[config.mk]
export PLATFORM = sky130hd
export DESIGN_NAME = acca_mul_pipe
export DESIGN_NICKNAME = d
export VERILOG_FILES = /design/src/rtl/acca_pkg.sv /design/src/rtl/acca_pp.sv /design/src/rtl/acca_mul_pipe.sv
export SDC_FILE = /design/constraint.sdc
export NUM_CORES = 1
export LEC_CHECK = 0
export BUFFER_PORTS_ARGS = -buffer_cell sky130_fd_sc_hd__buf_2
export CAP_MARGIN = 40
export CORE_ASPECT_RATIO = 1.1
export CORE_UTILIZATION = 25
export CTS_CLUSTER_SIZE = 20
export DETAILED_ROUTE_END_ITERATION = 7
export GPL_TIMING_DRIVEN = 0
export PLACE_DENSITY_LB_ADDON = 0.3
export SYNTH_ARGS = -nofsm -noshare
export SYNTH_HDL_FRONTEND = slang
export SYNTH_SLANG_ARGS = --single-unit
[constraint.sdc]
create_clock -name clk -period 8.2 [get_ports clk]
set_input_delay 0.41 -clock clk [delete_from_list [all_inputs] [get_ports clk]]
set_output_delay 0.41 -clock clk [all_outputs]
set_load 0.02 [all_outputs]
[src/rtl/acca_pkg.sv]
// Shared constants and helpers for the ACCA quadrant-decomposed approximate multiplier.
package acca_pkg;

    localparam int MODE_LL = 0;
    localparam int MODE_LH = 1;
    localparam int MODE_HL = 2;
    localparam int MODE_HH = 3;

    localparam int MASK_MAX = 128;

    // Keeps bits [width-1:trunc]; bits at or above width are always zero.
    function automatic logic [MASK_MAX-1:0] truncMask(input int width, input int trunc);
        logic [MASK_MAX-1:0] m;
        m = '0;
        for (int i = 0; i < MASK_MAX; i++) begin
            m[i] = (i < width) && (i >= trunc);
        end
        return m;
    endfunction

endpackage

[src/rtl/acca_pp.sv]
// One half-width quadrant partial product, producing both the exact value and
// the low-bit truncated approximation.
module acca_pp
    import acca_pkg::*;
#(
    parameter int H     = 4,
    parameter int TRUNC = 2
) (
    input  logic [H-1:0]   x,
    input  logic [H-1:0]   y,
    input  logic           approx,
    output logic [2*H-1:0] exact,
    output logic [2*H-1:0] prod
);

    localparam logic [MASK_MAX-1:0] MASK_FULL = truncMask(2 * H, TRUNC);
    localparam logic [2*H-1:0]      MASK      = MASK_FULL[2*H-1:0];

    logic [2*H-1:0] xWide;
    logic [2*H-1:0] yWide;

    assign xWide = {{H{1'b0}}, x};
    assign yWide = {{H{1'b0}}, y};
    assign exact = xWide * yWide;
    assign prod  = approx ? (exact & MASK) : exact;

endmodule

[src/rtl/acca_mul_pipe.sv]
// Three-stage valid/ready pipelined approximate multiplier with per-quadrant
// exact/truncated selection and an exact-minus-approximate error output.
module acca_mul_pipe
    import acca_pkg::*;
#(
    parameter int         W          = 8,
    parameter int         TRUNC      = 2,
    parameter logic [3:0] RESET_MODE = 4'b0000
) (
    input  logic           clk,
    input  logic           rst,
    input  logic           cfg_we,
    input  logic [3:0]     cfg_mode,
    input  logic           in_valid,
    output logic           in_ready,
    input  logic [W-1:0]   in_a,
    input  logic [W-1:0]   in_b,
    output logic           out_valid,
    input  logic           out_ready,
    output logic [2*W-1:0] out_prod,
    output logic [2*W-1:0] out_err,
    output logic [3:0]     mode_q
);

    localparam int H = W / 2;

    logic [3:0]          modeReg_q, modeReg_d;

    logic                s1Valid_q;
    logic [W-1:0]        s1A_q, s1B_q;
    logic [3:0]          s1Mode_q;

    logic [3:0][W-1:0]   ppApprox, ppExact;
    logic                s2Valid_q;
    logic [3:0][W-1:0]   s2Approx_q, s2Exact_q;

    logic [2*W-1:0]      prod_d, err_d, exactSum;
    logic                s3Valid_q;
    logic [2*W-1:0]      s3Prod_q, s3Err_q;

    logic                en;

    // A single enable stalls the whole pipe; bubbles are carried, not squeezed out.
    assign en        = !s3Valid_q || out_ready;
    assign in_ready  = en;
    assign out_valid = s3Valid_q;
    assign out_prod  = s3Prod_q;
    assign out_err   = s3Err_q;
    assign mode_q    = modeReg_q;

    acca_pp #(.H(H), .TRUNC(TRUNC)) uPpLl (
        .x      (s1A_q[H-1:0]),
        .y      (s1B_q[H-1:0]),
        .approx (s1Mode_q[MODE_LL]),
        .exact  (ppExact[MODE_LL]),
        .prod   (ppApprox[MODE_LL])
    );

    acca_pp #(.H(H), .TRUNC(TRUNC)) uPpLh (
        .x      (s1A_q[H-1:0]),
        .y      (s1B_q[W-1:H]),
        .approx (s1Mode_q[MODE_LH]),
        .exact  (ppExact[MODE_LH]),
        .prod   (ppApprox[MODE_LH])
    );

    acca_pp #(.H(H), .TRUNC(TRUNC)) uPpHl (
        .x      (s1A_q[W-1:H]),
        .y      (s1B_q[H-1:0]),
        .approx (s1Mode_q[MODE_HL]),
        .exact  (ppExact[MODE_HL]),
        .prod   (ppApprox[MODE_HL])
    );

    acca_pp #(.H(H), .TRUNC(TRUNC)) uPpHh (
        .x      (s1A_q[W-1:H]),
        .y      (s1B_q[W-1:H]),
        .approx (s1Mode_q[MODE_HH]),
        .exact  (ppExact[MODE_HH]),
        .prod   (ppApprox[MODE_HH])
    );

    // Every term is widened to 2W first, so the sum cannot wrap.
    function automatic logic [2*W-1:0] accumulate(input logic [3:0][W-1:0] pp);
        logic [2*W-1:0] hh, hl, lh, ll;
        hh = {{W{1'b0}}, pp[MODE_HH]};
        hl = {{W{1'b0}}, pp[MODE_HL]};
        lh = {{W{1'b0}}, pp[MODE_LH]};
        ll = {{W{1'b0}}, pp[MODE_LL]};
        return (hh << W) + ((hl + lh) << H) + ll;
    endfunction

    always_comb begin
        modeReg_d = cfg_we ? cfg_mode : modeReg_q;
        prod_d    = accumulate(s2Approx_q);
        exactSum  = accumulate(s2Exact_q);
        err_d     = exactSum - prod_d;
    end

    // S1 snapshots the mode register before any same-cycle write lands.
    always_ff @(posedge clk) begin
        if (rst) begin
            modeReg_q  <= RESET_MODE;
            s1Valid_q  <= 1'b0;
            s1A_q      <= '0;
            s1B_q      <= '0;
            s1Mode_q   <= '0;
            s2Valid_q  <= 1'b0;
            s2Approx_q <= '0;
            s2Exact_q  <= '0;
            s3Valid_q  <= 1'b0;
            s3Prod_q   <= '0;
            s3Err_q    <= '0;
        end else begin
            modeReg_q <= modeReg_d;
            if (en) begin
                s1Valid_q <= in_valid;
                if (in_valid) begin
                    s1A_q    <= in_a;
                    s1B_q    <= in_b;
                    s1Mode_q <= modeReg_q;
                end
                s2Valid_q <= s1Valid_q;
                if (s1Valid_q) begin
                    s2Approx_q <= ppApprox;
                    s2Exact_q  <= ppExact;
                end
                s3Valid_q <= s2Valid_q;
                if (s2Valid_q) begin
                    s3Prod_q <= prod_d;
                    s3Err_q  <= err_d;
                end
            end
        end
    end

endmodule

==> impl_metrics.py <==
metrics = {
    "cells_and_area": {
        "instances_no_fill": 1272,
        "n_antenna_cell": 0,
        "drive_gt1_frac": 0.0935,
        "final_nets": 1052,
        "areaGrowthSynthToFinish_pct": 15.4,
    },
    "power_and_ir_drop": {
        "power_density_mw_per_mm2": 146,
        "power.total_mw": 1.15,
        "vdd_drop_max_uv": 88.9,
        "leakage_nw": 3.51,
    },
    "grt": {
        "grt_pass1_vias": 5417,
        "global_route.overflow_total": 0,
        "track_usage": 0.130,
        "grt_max_degree": 18,
        "antenna_found_initial": 0,
        "grt_first_pass_wirelength_um": 28800,
    },
    "synth": {
        "synth_flop_cell": "dfxtp_1",
        "avgSynthCellArea_um2": 8.08,
        "yosys_warnings": 0,
        "seq_area_frac_synth": 0.288,
        "synth-edff-count": 0,
        "synth_fp_nets": 980,
        "synth_cell_types": 49,
        "postSynth.asyncResetShare": 0,
        "synth_seq_cells": 98,
        "postSynthCellCount": 843,
        "synth_area_mm2": 0.00681,
    },
    "worst_setup_path": {
        "crit_arrival_ns": 5.40,
        "required_ns": 8.44,
        "cp_max_fo": 8,
        "slowest_stage": "fa_1",
        "max_stage_delay_ns": 0.46,
        "crit_type": "reg2reg",
        "cpMostUsedCell": "o21ai_0",
        "cp-start-kind": "register",
        "path_cells": "ha_1, fa_1, a21o_1, a21oi_1, o21ai_0, xnor2_1, ha_1, or3_1, o21ai_0, a21oi_1, xnor2_1, fa_1, ha_1, a21oi_1, o21ai_0, or4_4, and3_4, o21ai_0, o311ai_1",
        "worst_setup_path_end_kind": "register",
    },
    "route": {
        "route.detailed.drc": 0,
        "drt-wirelength-per-cell_um": 13.8,
        "routed_via_density": 4.43,
        "first_pass_iters": 4,
        "drt_iter0_markers": 271,
        "drt.antenna.violating_nets": 0,
        "wl_um": 17500,
        "vias": 5633,
    },
    "placement": {
        "dp.cells": 1256,
        "port_buffers": 61,
        "place_congestion": 0.779,
        "hpwl_um": 14100,
    },
    "clock_tree": {
        "cts_tree": "yes",
        "clk_latency_ns": 0.35,
        "post_cts_buffers": 0,
        "cts_htree_levels": 3,
        "cts_buffers": 9,
        "cts-resized-gates": 0,
        "clkSinkCount": 98,
        "clockBufferDepth": 2,
        "clk_pin_slew_worst_paths_ns": 0.08,
        "cts_root_buffer": "clkbuf_16",
        "holdBufCountCts": 0,
    },
    "sta": {
        "fin_crit_ns": 5.17,
        "fmax_mhz": 193,
        "period_share": 0.630,
        "slew_headroom": 0.469,
        "slew_violations": 0,
        "setup_viol": 0,
        "rsz0062_at_grt": "false",
        "tightest_slew_ns": 0.797,
        "timing_hold_violations_final": 0,
        "holdWs_ns": 0.288,
        "fin_skew_ns": 0.0113,
        "setup_tns_ns": 0,
    },
    "floorplanning": {
        "coreArea_mm2": 0.0265,
        "die_h_um": 175,
        "fp-row-count": 62,
        "die_x_um": 159,
        "initial_utilization": 0.257,
        "die_area_mm2": 0.0279,
        "io_pins": 63,
    },
    "outcome": {
        "status": "complete, no violations",
    },
    "hold_path": {
        "holdCritPathClass": "in2reg",
    },
    "run": {
        "cap_violations": 0,
    },
}
[routing by layer]
metal	GRT usage	vias to the layer above	wire, µm
met5	0	-	0
met2	0.209	93	7860
li1	-	2940	-
met1	0.180	2590	8790
met4	0.0264	0	170
met3	0.0247	10	685
[flip-flops by register name, indices dropped and copies added, names as in the netlist]
name,count
mode_q,4
out_err,15
out_prod,16
out_valid,1
s1A_q,8
s1B_q,8
s1Mode_q,4
s1Valid_q,1
s2Approx_q,32
s2Exact_q,8
s2Valid_q,1
[placed cells by master, fill, tap and decap left out, drive strengths merged, types with 2 or more instances in the layout]
cell    synthesis  layout
a211oi         10      10
o21ai          15      15
nor2           41      41
nor4b           4       4
a31oi           2       2
o21bai          7       7
xnor2          38      38
mux2i           5       5
nand4           3       3
nand3           9       9
a21o           17      17
inv            52      55
buf             7      68
clkbuf         44      54
xor2            7       7
ha             84      84
nor3           11      11
nand2         178     178
nor2b           3       3
o21a            3       3
and2           36      36
o211ai          3       3
nand2b          4       4
nand3b          5       5
a21oi         113     113
dfxtp          98      98
fa             28      28
[critical path, delay by kind of cell, from the launching register on]
family          cells  cell delay (ns)
fa+ha+maj           5             1.86
xor+xnor            2             0.35
compound gates      9             1.76
flops               1             0.32
simple gates        3             0.74
[layout make-up]
type	count	area (µm²)
buffer	52	214
clock buffer	10	229
clock inverter	6	71.3
fill	2892	18600
inverter	52	195
multi-input combinational	641	4440
sequential	98	1960
tap	352	440
timing repair buffer	61	305
[cells in the mapped netlist (all sizes together) (2+ instances only)]
cell type  number  area share
o21ai          15       0.011
nand3           9      0.0066
nor2b           3      0.0028
o21a            3      0.0033
and2           36       0.033
a31oi           2      0.0018
dfxtp          98        0.29
nor2           41       0.023
a21oi         113       0.084
nand3b          5      0.0055
ha             84        0.15
nand2b          4      0.0037
o211ai          3      0.0033
buf             7      0.0044
nor3           11      0.0081
o21bai          7      0.0077
xnor2          38       0.049
nand4           3      0.0028
mux2i           5      0.0074
a21o           17       0.019
xor2            7      0.0090
a211oi         10       0.011
nor4b           4      0.0051
nand2         178       0.098
clkbuf         44       0.026
fa             28       0.082
inv            52       0.029
[logic make-up (layout without fill, tap and decap cells)]
kind of cell,count (synthesis),count (layout),share of synthesized area
adder cells (fa/ha/maj),112,112,0.237
AND/OR/NAND/NOR,300,300,0.196
flip-flops,98,98,0.288
multiplexers,6,6,0.00901
AO/OA/AOI/OAI,178,178,0.152
buffers and inverters,104,181,0.0601
XOR/XNOR,45,45,0.0579
[power by group]
| part | total, mW | switching (mW) | internal (mW) | leakage (nW) |
|---|---|---|---|---|
| sequential | 0.499 | 0.00832 | 0.491 | 0.796 |
| combinational | 0.208 | 0.129 | 0.0798 | 2.57 |
| clock | 0.443 | 0.202 | 0.241 | 0.145 |
[worst paths after layout]
path                                     from           to  slack, ns  cells after the start
worst max-delay path            s2Approx_q[8]  out_err[15]       3.03                     19
worst min-delay path              cfg_mode[2]    mode_q[2]       0.29                      3
worst max register to register  s2Approx_q[8]  out_err[15]       3.03                     19
worst min register to register     out_err[8]   out_err[8]       0.45                      2
[per-stage QoR]
stage | worst slack [ns] | cell area [µm²] | utilization
6_report | 3.03 | 7850 | 0.297
5_1_grt | 2.65 | 7850 | 0.297
4_1_cts | 3.04 | 7850 | 0.297
3_5_place_dp | 3.06 | 7550 | 0.286
3_3_place_gp | 3.07 | 7550 | 0.286
2_1_floorplan | 3.56 | 6810 | -
No activity file was read; power rests on OpenSTA's default activity.
